<file path="src/rtl/elemwise_pkg.sv">
// Shared types and elaboration-time helpers for the elementwise multiply engine.
// Combinational constants only: no latency, no backpressure.
package elemwise_pkg;

   typedef enum logic [1:0] {
      IDLE = 2'd0,
      BUSY = 2'd1,
      DONE = 2'd2
   } elemwise_state_t;

   function automatic int beats_f(input int m, input int n, input int lanes);
      return (m * n + lanes - 1) / lanes;
   endfunction

   // Counter width never drops to zero, even for a single-beat configuration.
   function automatic int cnt_w_f(input int beats);
      return (beats > 1) ? $clog2(beats) : 1;
   endfunction

endpackage

</file>
<file path="src/rtl/elemwise_mul_lane.sv">
// One W x W -> 2W multiplier lane, signed when ELEMWISE_SIGNED_EN is defined; combinational.
// No backpressure: a masked lane (index past the array end) drives zero and no write enable.
module elemwise_mul_lane
   import elemwise_pkg::*;
#(
   parameter int W = 8
) (
   input  logic [W-1:0]   i_a,
   input  logic [W-1:0]   i_b,
   input  logic           i_idx_vld,
   output logic [2*W-1:0] o_prod,
   output logic           o_wr_en
);

   logic [2*W-1:0] w_prod;

`ifdef ELEMWISE_SIGNED_EN
   assign w_prod = $signed(i_a) * $signed(i_b);
`else
   assign w_prod = i_a * i_b;
`endif

   assign o_prod  = i_idx_vld ? w_prod : '0;
   assign o_wr_en = i_idx_vld;

endmodule

</file>
<file path="src/rtl/elemwise_mul_engine.sv">
// M x N elementwise multiplier over LANES shared lanes; result valid BEATS cycles after accept (ELEMWISE_SIGNED_EN selects signed).
// Result held in DONE until out_ready; in_ready only in IDLE or in DONE with out_ready (no bubble).
module elemwise_mul_engine
   import elemwise_pkg::*;
#(
   parameter int W     = 8,
   parameter int N     = 8,
   parameter int M     = 3,
   parameter int LANES = 4
) (
   input  logic               clk,
   input  logic               rst,
   input  logic               in_valid,
   output logic               in_ready,
   input  logic [M*N*W-1:0]   a,
   input  logic [M*N*W-1:0]   b,
   output logic               out_valid,
   input  logic               out_ready,
   output logic [M*N*2*W-1:0] result,
   output logic               busy
);

   localparam int TOTAL = M * N;
   localparam int BEATS = beats_f(M, N, LANES);
   localparam int CW    = cnt_w_f(BEATS);
   localparam int KW    = $clog2(BEATS * LANES + 1);

   localparam logic [CW-1:0] BEAT_LAST = CW'(BEATS - 1);
   localparam logic [KW-1:0] K_TOTAL   = KW'(TOTAL);

   elemwise_state_t          r_state;
   elemwise_state_t          w_state_nxt;
   logic [CW-1:0]            r_beat;
   logic [M*N*W-1:0]         r_a;
   logic [M*N*W-1:0]         r_b;
   logic [M*N*2*W-1:0]       r_result;
   logic                     w_accept;

   logic [KW-1:0]            w_lane_k    [LANES];
   logic                     w_lane_wr   [LANES];
   logic [2*W-1:0]           w_lane_prod [LANES];

   assign w_accept = in_valid && in_ready;
   assign result   = r_result;

   always_comb begin
      w_state_nxt = r_state;
      in_ready    = 1'b0;
      out_valid   = 1'b0;
      busy        = 1'b0;
      case (r_state)
         IDLE: begin
            in_ready = !rst;
            if (w_accept) w_state_nxt = BUSY;
         end
         BUSY: begin
            busy = 1'b1;
            if (r_beat == BEAT_LAST) w_state_nxt = DONE;
         end
         DONE: begin
            out_valid = 1'b1;
            in_ready  = !rst && out_ready;
            if (w_accept)       w_state_nxt = BUSY;
            else if (out_ready) w_state_nxt = IDLE;
         end
         default: w_state_nxt = IDLE;
      endcase
   end

   always_ff @(posedge clk or posedge rst) begin
      if (rst) begin
         r_state <= IDLE;
         r_beat  <= '0;
         r_a     <= '0;
         r_b     <= '0;
      end else begin
         r_state <= w_state_nxt;
         if (w_accept) begin
            r_a    <= a;
            r_b    <= b;
            r_beat <= '0;
         end else if (r_state == BUSY) begin
            r_beat <= r_beat + CW'(1);
         end
      end
   end

   // Lane l on beat j owns element j*LANES+l; indices past the array are clamped to 0 and masked.
   for (genvar l = 0; l < LANES; l++) begin : g_lane
      logic [KW-1:0] w_k;
      logic [KW-1:0] w_ksel;
      logic          w_k_vld;

      assign w_k     = KW'(r_beat) * KW'(LANES) + KW'(l);
      assign w_k_vld = w_k < K_TOTAL;
      assign w_ksel  = w_k_vld ? w_k : '0;
      assign w_lane_k[l] = w_ksel;

      elemwise_mul_lane #(.W(W)) u_lane (
         .i_a       (r_a[w_ksel*W +: W]),
         .i_b       (r_b[w_ksel*W +: W]),
         .i_idx_vld (w_k_vld),
         .o_prod    (w_lane_prod[l]),
         .o_wr_en   (w_lane_wr[l])
      );
   end

   always_ff @(posedge clk or posedge rst) begin
      if (rst) begin
         r_result <= '0;
      end else if (r_state == BUSY) begin
         for (int l = 0; l < LANES; l++) begin
            if (w_lane_wr[l]) r_result[w_lane_k[l]*(2*W) +: 2*W] <= w_lane_prod[l];
         end
      end
   end

endmodule

</file>
<file path="config.mk">
export PLATFORM = sky130hd
export DESIGN_NAME = elemwise_mul_engine
export DESIGN_NICKNAME = d
export VERILOG_FILES = /design/src/rtl/elemwise_pkg.sv /design/src/rtl/elemwise_mul_lane.sv /design/src/rtl/elemwise_mul_engine.sv
export SDC_FILE = /design/constraint.sdc
export NUM_CORES = 2
export LEC_CHECK = 0
export ABC_CLOCK_PERIOD_IN_PS = 49300
export BUFFER_PORTS_ARGS = -buffer_cell sky130_fd_sc_hd__buf_2
export CORE_AREA = 5 5 300 302
export CTS_CLUSTER_DIAMETER = 80
export DETAILED_ROUTE_END_ITERATION = 8
export DIE_AREA = 0 0 305 307
export PLACE_DENSITY = 0.7
export SLEW_MARGIN = 20
export SYNTH_ARGS = -nofsm -noshare
export SYNTH_HDL_FRONTEND = slang
export SYNTH_SLANG_ARGS = --single-unit
</file>
<file path="constraint.sdc">
create_clock -name clk -period 49.3 [get_ports clk]
set_clock_uncertainty 0.15 [all_clocks]
set_input_delay 7.395 -clock clk [delete_from_list [all_inputs] [get_ports clk]]
set_output_delay 7.395 -clock clk [all_outputs]
set_load 0.02 [all_outputs]
</file>
==> results.md <==
Status
* **run status** finished clean

Final layout
* **number of nets in the finished design** 4,984
* **final instance count without filler cells** 5,557
* **filler instances** 7,490
* **Layout Area Growth over Synthesis** 19.5%
* **most common cell after layout, fill and taps aside** buf_2
* **most used cells in the layout excluding fill and tap cells** buf_2, dfrtp_1, mux2_2
* **share of final-layout standard cells stronger than drive strength 1** 34.8%

Global routing
* **antenna violations before repair** 43
* **pin count of the biggest net entering global routing** 164
* **vias in the first global route** 30,683
* **wire length of the first global-routing pass** 201 mm
* **total congestion overflow after global routing** 0
* **global routing usage summed across all routing layers** 28.3%

STA
* **Worst Tran Pin Value** 1.19 ns
* **count of endpoints failing setup in the final report** 0
* **unrepaired setup endpoints after global routing** no
* **remaining max-slew budget at the tightest pin** 19.8%
* **Final Critical Period** 15.62 ns
* **hold violation count in the final report** 0
* **setup_tns** 0 ns
* **final-report max-slew violation count** 0
* **Worst Hold Margin** 0.320 ns
* **part of the cycle the worst path needs** 31.7%
* **Max Clock Freq** 0.0640 GHz

Worst setup path
* **classification of the worst setup path** input pin to primary output
* **data arrival at the endpoint of the critical path** 8.07 ns
* **maximum fanout along the worst path** 2
* **kind of end point of the critical path** primary output
* **standard cell with the maximum stage delay on the critical path** a211oi_1
* **Critical Path RT** 41.76 ns
* **most frequent cell on the critical path** buf_2
* **number of cells traversed by the worst register-to-register path** 21
* **cells along the critical path** buf_2 > a211oi_1 > buf_2
* **CP peak stage delay** 0.31 ns
* **startpoint class of the critical path** input pin

Drt
* **total wirelength of the detailed-routed design** 137 mm
* **total via count in the routed design** 30,811
* **post-DR vias/cell** 5.54
* **DRT iter0 DRCs** 2,356
* **first-pass detailed-route iteration total** 5
* **count of nets left with antenna violations after detail routing** 0
* **Routed WL per cell** 24.7 um
* **number of remaining DRC errors** 0

Logic synthesis
* **xor/xnor share of the synthesized area** 0.899%
* **sequential share of the synthesized area** 47.3%
* **share of flip-flops with an asynchronous set or reset** 100%
* **Post-Synthesis Cell Area** 40,900 um^2
* **compound-cell area share of the yosys netlist** 9.92%
* **Synth Area in Adders** 11.7%
* **Post-Syn Instances** 3,598
* **main flop type after synthesis** dfrtp_1
* **Post-Synth Simple-Gate Area** 9.24%
* **number of different library cells in the post-synthesis netlist** 73
* **main combinational cell family by area after synthesis** multiplexers
* **count of yosys warnings during synthesis** 0
* **mux contribution to synthesized area** 16.9%
* **number of nets produced by synthesis** 4,282
* **average size of a mapped cell** 11.4 um^2
* **number of enable-type register cells in the synthesized netlist** 0
* **post-synthesis sequential element count** 773

Clock network
* **clock root buffer** clkbuf_16
* **number of buffers inserted for hold repair after clock tree synthesis** 0
* **Post-CTS Setup Bufs** 0
* **clock insertion delay at the later pin of the skew report** 0.66 ns
* **worst-case clock buffer depth** 3
* **clk sinks** 773
* **post-cts sizing count** 0
* **Max H-tree Level** 3
* **CTS tree** built
* **clock-pin slew reported for the worst setup and hold paths after clock tree synthesis** 0.06 ns
* **Inserted Clock Buffers** 85

Placed design
* **number of placed instances with taps included** 5,378
* **routability congestion estimate** 0.876
* **Detailed Place HPWL** 105 mm
* **Port Buffer Count** 774

Floorplan
* **number of primary I/O pins** 775
* **CORE AREA** 87,400 um^2
* **Total Die Area** 93,600 um^2
* **die width** 305 um
* **die height** 307 um
* **cell row count** 109
* **starting density of the core** 46.8%

Hold path
* **worst min-delay path category** register to register
* **Hold Crit Depth** 2

Job
* **maximum capacitance violations** 0

## worst max-delay path, delay by kind of cell
family                 cells  cell delay (ns)
AO/OA/AOI/OAI              1             0.31
buffers and inverters      2             0.37
## final timing paths
check                                start     endpoint  slack (ns)
worst max-delay path                   rst     in_ready       33.68
worst min-delay path            result[40]   result[40]        0.32
worst max register to register   r_beat[2]  result[316]       40.46
worst min register to register  result[40]   result[40]        0.32
max in group asynchronous              rst    async pin       38.49
min in group asynchronous              rst  result[266]        6.73
## metrics by stage
step | util (%) | cell area (um^2) | setup WS (ns)
2_1_floorplan | - | 40900 | 20.06
3_3_place_gp | 52.4 | 45800 | 33.70
3_5_place_dp | 52.4 | 45800 | 33.69
4_1_cts | 55.8 | 48800 | 33.69
5_1_grt | 55.9 | 48800 | 33.64
6_report | 55.9 | 48900 | 33.68
## final cells by class
cell class | count | area (um^2) | area share (%)
clock buffers | 124 | 2480 | 5.08
diodes | 23 | 57.6 | 0.118
repair buffers | 806 | 4160 | 8.50
well taps | 1165 | 1460 | 2.98
inverters | 222 | 851 | 1.74
clock inverters | 32 | 520 | 1.06
multi-input cells | 2412 | 20000 | 40.9
flip-flops and latches | 773 | 19300 | 39.6
## metal layers
layer	global-route usage, %	vias to the layer above	wire [um]
li1	-	13879	-
met1	37.0	15401	55500
met2	46.6	1204	66000
met3	7.07	291	10200
met4	9.68	36	5450
met5	0	-	226
## cells by family after synthesis
logic type | count (synthesis)
fa+ha+maj | 296
buf+inv | 413
xor+xnor | 42
flops | 773
simple gates | 840
compound gates | 628
mux | 606
## Yosys cell counts, types with 5 or more instances
| cell type | n | share of area [%] |
|---|---|---|
| a211oi_1 | 110 | 2.0 |
| a21o_1 | 14 | 0.26 |
| a21oi_1 | 54 | 0.66 |
| a21oi_2 | 5 | 0.11 |
| a22o_1 | 29 | 0.62 |
| a31oi_1 | 45 | 0.69 |
| and2_1 | 23 | 0.35 |
| buf_1 | 14 | 0.13 |
| buf_2 | 74 | 0.91 |
| buf_4 | 8 | 0.15 |
| clkbuf_1 | 93 | 0.85 |
| dfrtp_1 | 773 | 47 |
| fa_1 | 144 | 7.0 |
| ha_1 | 152 | 4.6 |
| inv_1 | 218 | 2.0 |
| mux2_2 | 504 | 14 |
| mux2i_1 | 86 | 2.1 |
| mux4_2 | 16 | 0.88 |
| nand2_1 | 421 | 3.9 |
| nand2b_1 | 48 | 0.73 |
| nand3_1 | 20 | 0.24 |
| nor2_1 | 173 | 1.6 |
| nor2b_1 | 77 | 1.2 |
| nor3_1 | 15 | 0.18 |
| o21a_1 | 5 | 0.092 |
| o21ai_0 | 236 | 2.9 |
| o21bai_1 | 5 | 0.092 |
| o22a_1 | 28 | 0.60 |
| o22ai_1 | 28 | 0.43 |
| o31ai_1 | 31 | 0.57 |
| or2_1 | 12 | 0.18 |
| or2_2 | 21 | 0.32 |
| or3_1 | 5 | 0.076 |
| xnor2_1 | 27 | 0.58 |
| xor2_1 | 15 | 0.32 |
Power is not shown: default switching activity piles up to over one toggle a cycle in this logic, so the estimate is an artifact.
